$ cat src/rtl/ddr2_host_intake.sv
// ddr2_host_intake
// Host-facing intake for the DDR2 controller. It decodes host commands into a
// command FIFO and a write-data FIFO, reports back-pressure to the host, runs
// the beat sequencing for block writes, and hands queued entries to the
// scheduler over valid/ready handshakes.
module ddr2_host_intake #(
  parameter int CMD_DEPTH  = 16,
  parameter int DATA_DEPTH = 64
) (
  input  logic        clk,
  input  logic        reset,
  input  logic [2:0]  cmd,
  input  logic [1:0]  sz,
  input  logic [2:0]  op,
  input  logic [24:0] addr,
  input  logic [15:0] din,
  input  logic        fetching,
  output logic [6:0]  fillcount,
  output logic        notfull,
  output logic        q_valid,
  input  logic        q_ready,
  output logic [2:0]  q_cmd,
  output logic [1:0]  q_sz,
  output logic [2:0]  q_op,
  output logic [24:0] q_addr,
  output logic        wd_valid,
  input  logic        wd_ready,
  output logic [15:0] wd_data,
  output logic        blk_active,
  output logic        drained
);

  localparam int CAW = $clog2(CMD_DEPTH);
  localparam int DAW = $clog2(DATA_DEPTH);

  localparam logic [CAW:0] CMD_FULL  = (CAW+1)'(CMD_DEPTH);
  localparam logic [DAW:0] DATA_FULL = (DAW+1)'(DATA_DEPTH);

  localparam logic [0:0] ST_IDLE = 1'b0;
  localparam logic [0:0] ST_BLK  = 1'b1;

  // One command entry: {cmd, sz, op, addr}
  localparam int CW = 3 + 2 + 3 + 25;

  logic [0:0]     state_q, state_d;
  logic [4:0]     beat_q, beat_d;
  logic [CAW-1:0] cWr_q, cRd_q;
  logic [CAW:0]   cCnt_q, cCnt_d;
  logic [DAW-1:0] dWr_q, dRd_q;
  logic [DAW:0]   dCnt_q, dCnt_d;
  logic           notfull_q;
  logic           fetch_q;

  logic [CW-1:0]  cMem [CMD_DEPTH];
  logic [15:0]    dMem [DATA_DEPTH];

  logic cSpace, dSpace;
  logic cPush, dPush, cPop, dPop;

  // Space is judged only from counts registered at the start of the cycle,
  // so a pop in the same cycle can never open room for a push.
  assign cSpace = notfull_q;
  assign dSpace = (dCnt_q < DATA_FULL);

  assign q_valid  = (cCnt_q != '0);
  assign wd_valid = (dCnt_q != '0);
  assign cPop     = q_valid && q_ready;
  assign dPop     = wd_valid && wd_ready;

  // Command decode and block-write beat sequencing.
  always_comb begin
    cPush   = 1'b0;
    dPush   = 1'b0;
    state_d = state_q;
    beat_d  = beat_q;
    case (state_q)
      ST_IDLE: begin
        case (cmd)
          3'd1, 3'd3: cPush = cSpace;
          3'd2, 3'd5, 3'd6: begin
            if (cSpace && dSpace) begin
              cPush = 1'b1;
              dPush = 1'b1;
            end
          end
          3'd4: begin
            if (cSpace && dSpace) begin
              cPush   = 1'b1;
              dPush   = 1'b1;
              // Remaining beats after the first: 8*(sz+1)-1
              beat_d  = {sz, 3'b111};
              state_d = ST_BLK;
            end
          end
          default: ;
        endcase
      end
      ST_BLK: begin
        if (dSpace) begin
          dPush  = 1'b1;
          beat_d = beat_q - 5'd1;
          if (beat_q == 5'd1) begin
            state_d = ST_IDLE;
          end
        end
      end
      default: state_d = ST_IDLE;
    endcase
  end

  // Next occupancy of both FIFOs from their push/pop pairs.
  always_comb begin
    cCnt_d = cCnt_q;
    dCnt_d = dCnt_q;
    case ({cPush, cPop})
      2'b10:   cCnt_d = cCnt_q + 1'b1;
      2'b01:   cCnt_d = cCnt_q - 1'b1;
      default: cCnt_d = cCnt_q;
    endcase
    case ({dPush, dPop})
      2'b10:   dCnt_d = dCnt_q + 1'b1;
      2'b01:   dCnt_d = dCnt_q - 1'b1;
      default: dCnt_d = dCnt_q;
    endcase
  end

  // Control state, pointers, counts and the sticky fetching flag.
  always_ff @(posedge clk or negedge reset) begin
    if (!reset) begin
      state_q   <= ST_IDLE;
      beat_q    <= '0;
      cWr_q     <= '0;
      cRd_q     <= '0;
      cCnt_q    <= '0;
      dWr_q     <= '0;
      dRd_q     <= '0;
      dCnt_q    <= '0;
      notfull_q <= 1'b1;
      fetch_q   <= 1'b0;
    end else begin
      state_q   <= state_d;
      beat_q    <= beat_d;
      cCnt_q    <= cCnt_d;
      dCnt_q    <= dCnt_d;
      notfull_q <= (cCnt_d < CMD_FULL);
      if (cPush) cWr_q <= cWr_q + 1'b1;
      if (cPop)  cRd_q <= cRd_q + 1'b1;
      if (dPush) dWr_q <= dWr_q + 1'b1;
      if (dPop)  dRd_q <= dRd_q + 1'b1;
      if (fetching) fetch_q <= 1'b1;
    end
  end

  // FIFO storage; contents need no reset because the pointers guard them.
  always_ff @(posedge clk) begin
    if (cPush) cMem[cWr_q] <= {cmd, sz, op, addr};
    if (dPush) dMem[dWr_q] <= din;
  end

  assign {q_cmd, q_sz, q_op, q_addr} = q_valid ? cMem[cRd_q] : '0;
  assign wd_data    = wd_valid ? dMem[dRd_q] : '0;
  assign fillcount  = 7'(dCnt_q);
  assign notfull    = notfull_q;
  assign blk_active = (state_q == ST_BLK);
  assign drained    = fetch_q && (state_q == ST_IDLE) && (cCnt_q == '0) && (dCnt_q == '0);

endmodule
$ cat config.mk
export PLATFORM = sky130hd
export DESIGN_NAME = ddr2_host_intake
export DESIGN_NICKNAME = d
export VERILOG_FILES = /design/src/rtl/ddr2_host_intake.sv
export SDC_FILE = /design/constraint.sdc
export NUM_CORES = 2
export LEC_CHECK = 0
export CORE_ASPECT_RATIO = 0.75
export CORE_MARGIN = 8
export CORE_UTILIZATION = 40
export CTS_CLUSTER_SIZE = 10
export DETAILED_ROUTE_END_ITERATION = 6
export DONT_BUFFER_PORTS = 1
export PLACE_DENSITY = 0.54
export SLEW_MARGIN = 20
export SYNTH_ARGS = -nofsm -noshare
export SYNTH_HDL_FRONTEND = slang
export SYNTH_SLANG_ARGS = --single-unit
$ cat constraint.sdc
create_clock -name clk -period 5.4 [get_ports clk]
set_input_delay 0.54 -clock clk [delete_from_list [all_inputs] [get_ports clk]]
set_output_delay 0.54 -clock clk [all_outputs]
set_load 0.01 [all_outputs]
# After elaboration in Yosys (flattened, before gate mapping)
# Memory sizes are Yosys's and may differ from the RTL's.
# Cells that the tools add are included.
# Widths: inputs -> output; s select.
# classes
add_sub_neg	9
n_lt_le_gt_ge	2
eq_ne	14
mux	22
bitwise	1
reduce_logical	14
# ops
op	n
$mux 33	1
$pmux 5 s2	2
$mux 16	1
$mux 5	3
$pmux 7 s2	1
$add 6x1->6 const B	2
$mux 1	11
$sub 5x1->5 const B	2
$eq 3x3->1 const B	3
$add 4x1->4 const B	2
$add 7x1->7 const B	1
$logic_not 7->1	1
$lt 7x7->1 const B	1
$reduce_bool 7->1	1
$sub 7x1->7 const B	1
$eq 3x2->1 const B	2
$logic_and 1x1->1	6
$pmux 1 s2	3
$add 5x1->5 const B	1
$eq 5x1->1 const B	1
$logic_not 5->1	1
$lt 5x5->1 const B	1
$reduce_bool 5->1	1
$eq 2x1->1 const B	2
9 further kinds	11
# word_totals
regBits	40
ram_bits	1552
in_bits	54
output_inout_bits	61
wordCells	74
memories	2
# mem_list
memory	depth	word_bits	rd	rd_clocked_by_memory_dff	write_ports	line_no	source
dMem	64	16	1	0	1	55	logic [15:0] dMem [DATA_DEPTH];
cMem	16	33	1	0	1	54	logic [CW-1:0] cMem [CMD_DEPTH];

# Logic depth before layout (Yosys ltp)
# depth
depth_word	8
ltp_mapped	13

# Worst setup path before layout
# OpenSTA, ideal clock, no wires.
# synth_path
path_type	input to register
from	input port cmd[2]
to	memory cMem[3][0] (netlist bit), enable pin
setup_time_ps	464
arrival_ps	3650
required_time_ps	4936
path_slack_ps	1286
cell_stages	5
n_path_buf	0
cell_sequence	or2_1 > a32oi_1 > nor3b_2 > nand2_1 > nor3_1
# synth_between
elab_chain_len	6
# synth_rtl
item	line_no	source
start, declared	12	input logic [2:0] cmd,
$eq 3x3->1, or another cell as far along	78	case (cmd)
$reduce_or 4->1 (no source line) / $reduce_or 2->1 (equally long branches)	n/a	
$pmux 1 s2 (*)	78	
$mux 1 (*)	76	case (state_q)
$mux 1 (*)	156	if (cPush) cMem[cWr_q] <= {cmd, sz, op, addr};
$mux 1 (implied by the code) (*)	156	
end, declared	54	
# Every way passes the cells marked *; elsewhere a longest branch is shown, timed or not.

# Worst setup path in the final report
# layout_path
from	register dRd_q[1]
to	output port wd_data[12]
# layout_between
elab_chain_len	2
# layout_rtl
item	line_no	source
start, declared	49	logic [DAW-1:0] dWr_q, dRd_q;
start signal, assigned	149	if (dPop) dRd_q <= dRd_q + 1'b1;
$mem_v2 64x16	n/a	
$mux 16	161	assign wd_data = wd_valid ? dMem[dRd_q] : '0;
end, declared	28	output logic [15:0] wd_data,
# Every way passes these cells.

==> impl_metrics.ini <==
[status]
status = finished clean

[route]
drt-total-wl_um = 158200
num_vias = 29630
drc_errors = 0
ant_nets = 0
vias_per_cell = 5.826
post_drt_wl_per_cell_um = 31.10
drt_iter0_drc = 3357
drt_pass1_iterations = 5

[clock_network]
cts_setup_buffers = 0
cts_sinks = 1592
cts_buffers = 179
cts_resized = 0
cts.clk_slew.worst_paths_ns = 0.06
cts_max_level = 4
cts_tree = built
clk_latency_ns = 0.82
cts_max_path_buffers = 3
clk_root_buffer_cell = clkbuf_16

[place]
place_congestion = 0.7933
hpwl_um = 92340
place_inst = 4800
portBuffers = 0
place_ws_ns = 1.436

[logic_synthesis]
syn_inst = 2844
synth.cell_area_mm2 = 0.06149
ys_seq_elements = 1592
yosysTopAreaCell = edfxtp_1
synthFlopType = edfxtp_1
synth_area_leaders = edfxtp_1 (76%), mux4_2 (13%), mux2i_1 (2.1%)
yosys_warnings = 0
synth_edf_count = 1552
synth_cell_types = 64
ys_seq_area_share_pct = 77.42
yosys.area.top_type_share_pct = 75.79
synth_async_sr_flop_share_pct = 2.513
synth_fp_nets = 2918
syn_avg_cell_area_um2 = 21.62

[die]
die_w_um = 468.7
start_util_pct = 40.32
die_area_mm2 = 0.1667
fp.dieH_um = 355.6
io_pins = 115
num_rows = 124
core_area_mm2 = 0.1525

[worst_setup_path]
critPathTopFamily = compound AO/OA/AOI/OAI gates
cpPeakStageDelay_ns = 0.99
regToRegSetupSlack_ns = 1.56
critical_path_class = reg2out
crit_end = wd_data[12]
reg2reg_from = fillcount[6]
path_buf_inv = 1
crit_path_top_delay_cell = dfrtp_4
worstPathRequired_ns = 4.86
cp-start-kind = flip-flop
path_cells = buf_4 > mux4_2 > a22oi_1 > a21oi_1 > a22o_1
crit_arrival_ns = 4.05
critPathCaptureType = primary output
r2r_cells = 12
cp-startpoint = dRd_q[1]
critPathMaxFanout = 45
path_depth = 5
timing.rr.end = fillcount[5]

[pwr]
p_leak_nw = 22.05
total_power_mw = 35.65
ir_worst_vdd_mv = 0.3880
pwr_density_cell_mw_per_mm2 = 507.1

[timing]
finalSetupTns_ns = 0
fin_crit_sh_pct = 85.09
tightest_slew_ns = 1.148
hold_viol = 0
setup_violations = 0
slew_headroom_pct = 23.40
fmax_mhz = 217.6
skew_ns = 0.03416
worst_slack_ns = 0.8050
grt_setup_unrepaired = false
slew_violations = 0
fin_crit_ns = 4.595

[layout]
nFillCells = 12420
postLayoutCoreUtil_pct = 46.10
area.growth.synth_to_final_pct = 14.33
regArea_mm2 = 0.04763
layout.cells.non_filler = 5086
multiInputGateArea_mm2 = 0.01325
final_net_count = 3093
drive_above_1_share_pct = 24.00

[global_routing]
grt_max_degree = 109
grt_overflow = 0
grt_pass1_wl_um = 226400
antenna_found_initial = 7
grt_usage_pct = 18.86
grt_pass1_vias = 30510

[run]
drv_cap = 0

[hold_path]
hold_class = in2reg
metal layers:
layer | up-vias | GRT usage (%) | part of all wire [%]
li1 | 12230 | - | -
met1 | 16080 | 27.83 | 45
met2 | 1105 | 27.72 | 45
met3 | 219 | 5.239 | 8.5
met4 | 2 | 4.873 | 2.1
met5 | - | 0 | 0.0082
worst min path at each step:
stage / startpoint / to / slack [ns] / cells past startpoint
after floorplan: reset / asynchronous set/reset pin / 0.24 / 0
after global placement: reset / fetch_q / 0.25 / 0
after detailed placement: reset / fetch_q / 0.25 / 0
after CTS: cmd[2] / blk_active / 0.002 / 4
after global routing: cmd[2] / blk_active / 0.06 / 4
final: cmd[2] / blk_active / 0.08 / 4
worst register-to-register path, delay by kind of cell (launching register included):
family,cells,cell delay [ns]
AOI/OAI and AO/OA,3,0.61
adders and majority gates,2,0.63
buffers and inverters,3,0.61
DFF,1,0.35
and+or+nand+nor,4,1.51
power by group:
group          switching [mW]  internal (mW)
combinational            5.87           4.19
clock                    4.70           6.04
sequential              0.779           14.1
per-stage QoR:
stage | instance area (µm²) | hold WS, ns
3_5_place_dp | 64460 | 0.2475
6_report | 70300 | 0.07670
5_1_grt | 70300 | 0.05894
2_1_floorplan | 61490 | 0.2444
4_1_cts | 70290 | 0.001594
3_3_place_gp | 64450 | 0.2475
placed cells by master (no fill, tap or decap), types with 17 or more instances in the layout:
| master | n |
|---|---|
| edfxtp_1 | 1552 |
| nor2_1 | 55 |
| mux4_2 | 358 |
| buf_16 | 17 |
| o221ai_1 | 32 |
| clkbuf_1 | 30 |
| clkbuf_16 | 181 |
| mux2i_1 | 129 |
| a211oi_1 | 34 |
| ha_1 | 19 |
| a22o_1 | 19 |
| a21oi_1 | 68 |
| buf_4 | 94 |
| dlygate4sd3_1 | 37 |
| dfrtp_1 | 32 |
| nand2_1 | 66 |
| a22oi_1 | 61 |
| nor2b_1 | 39 |
| nor2_4 | 19 |
| xnor2_1 | 17 |
| o22ai_1 | 31 |
timing repair:
| action | 4_1_cts | 5_1_grt |
|---|---|---|
| hold endpoints to repair | 1597 | 0 |
| hold buffers | 54 | 0 |
| setup endpoints to repair | 0 | 0 |
layout make-up:
class / instances / area share (%)
multi-input combinational: 1066 / 18.85
clock inverter: 18 / 0.4894
timing repair buffer: 163 / 2.623
inverter: 17 / 0.09077
antenna: 3 / 0.01068
tap: 2016 / 3.588
clock buffer: 211 / 6.603
sequential: 1592 / 67.74
cell families after synthesis:
family,after synthesis,share of synthesized area (%)
muxes,489,15.25
xor gates and xnor gates,26,0.3703
buffers and inverters,186,1.375
DFF,1592,77.42
and+or+nand+nor,255,2.069
AOI/OAI and AO/OA,276,3.099
adders and majority gates,20,0.4192
registers in the layout, indices dropped and copies added (netlist names), named ones only:
name	flops
fetch_q	1
dRd_q	6
fillcount	7
cCnt_q	4
notfull	1
dMem	1024
dWr_q	6
cRd_q	4
cWr_q	4
beat_q	5
blk_active	1
cMem	528
cells in the mapped netlist (all sizes together), types with 2 or more instances:
cell type  instances
or2                4
a21o               2
a22oi             61
o22ai             31
nor3              11
nor2b             41
a21oi             68
xnor2             17
ha                19
buf               74
a211oi            34
mux2i            129
or3b               4
nand3              9
mux4             358
o21ai             14
dfrtp             39
nand2             66
o31ai              2
edfxtp          1552
nand4              4
nor3b              2
nor2              82
or4b               2
xor2               9
nand2b             4
clkbuf            95
or3                7
nand3b             7
o221ai            32
o211ai             2
o21a               2
a22o              19
nor4               5
mux2               2
nor4b              2
inv               17
a211o              2
No activity file was read; power rests on OpenSTA's default activity.
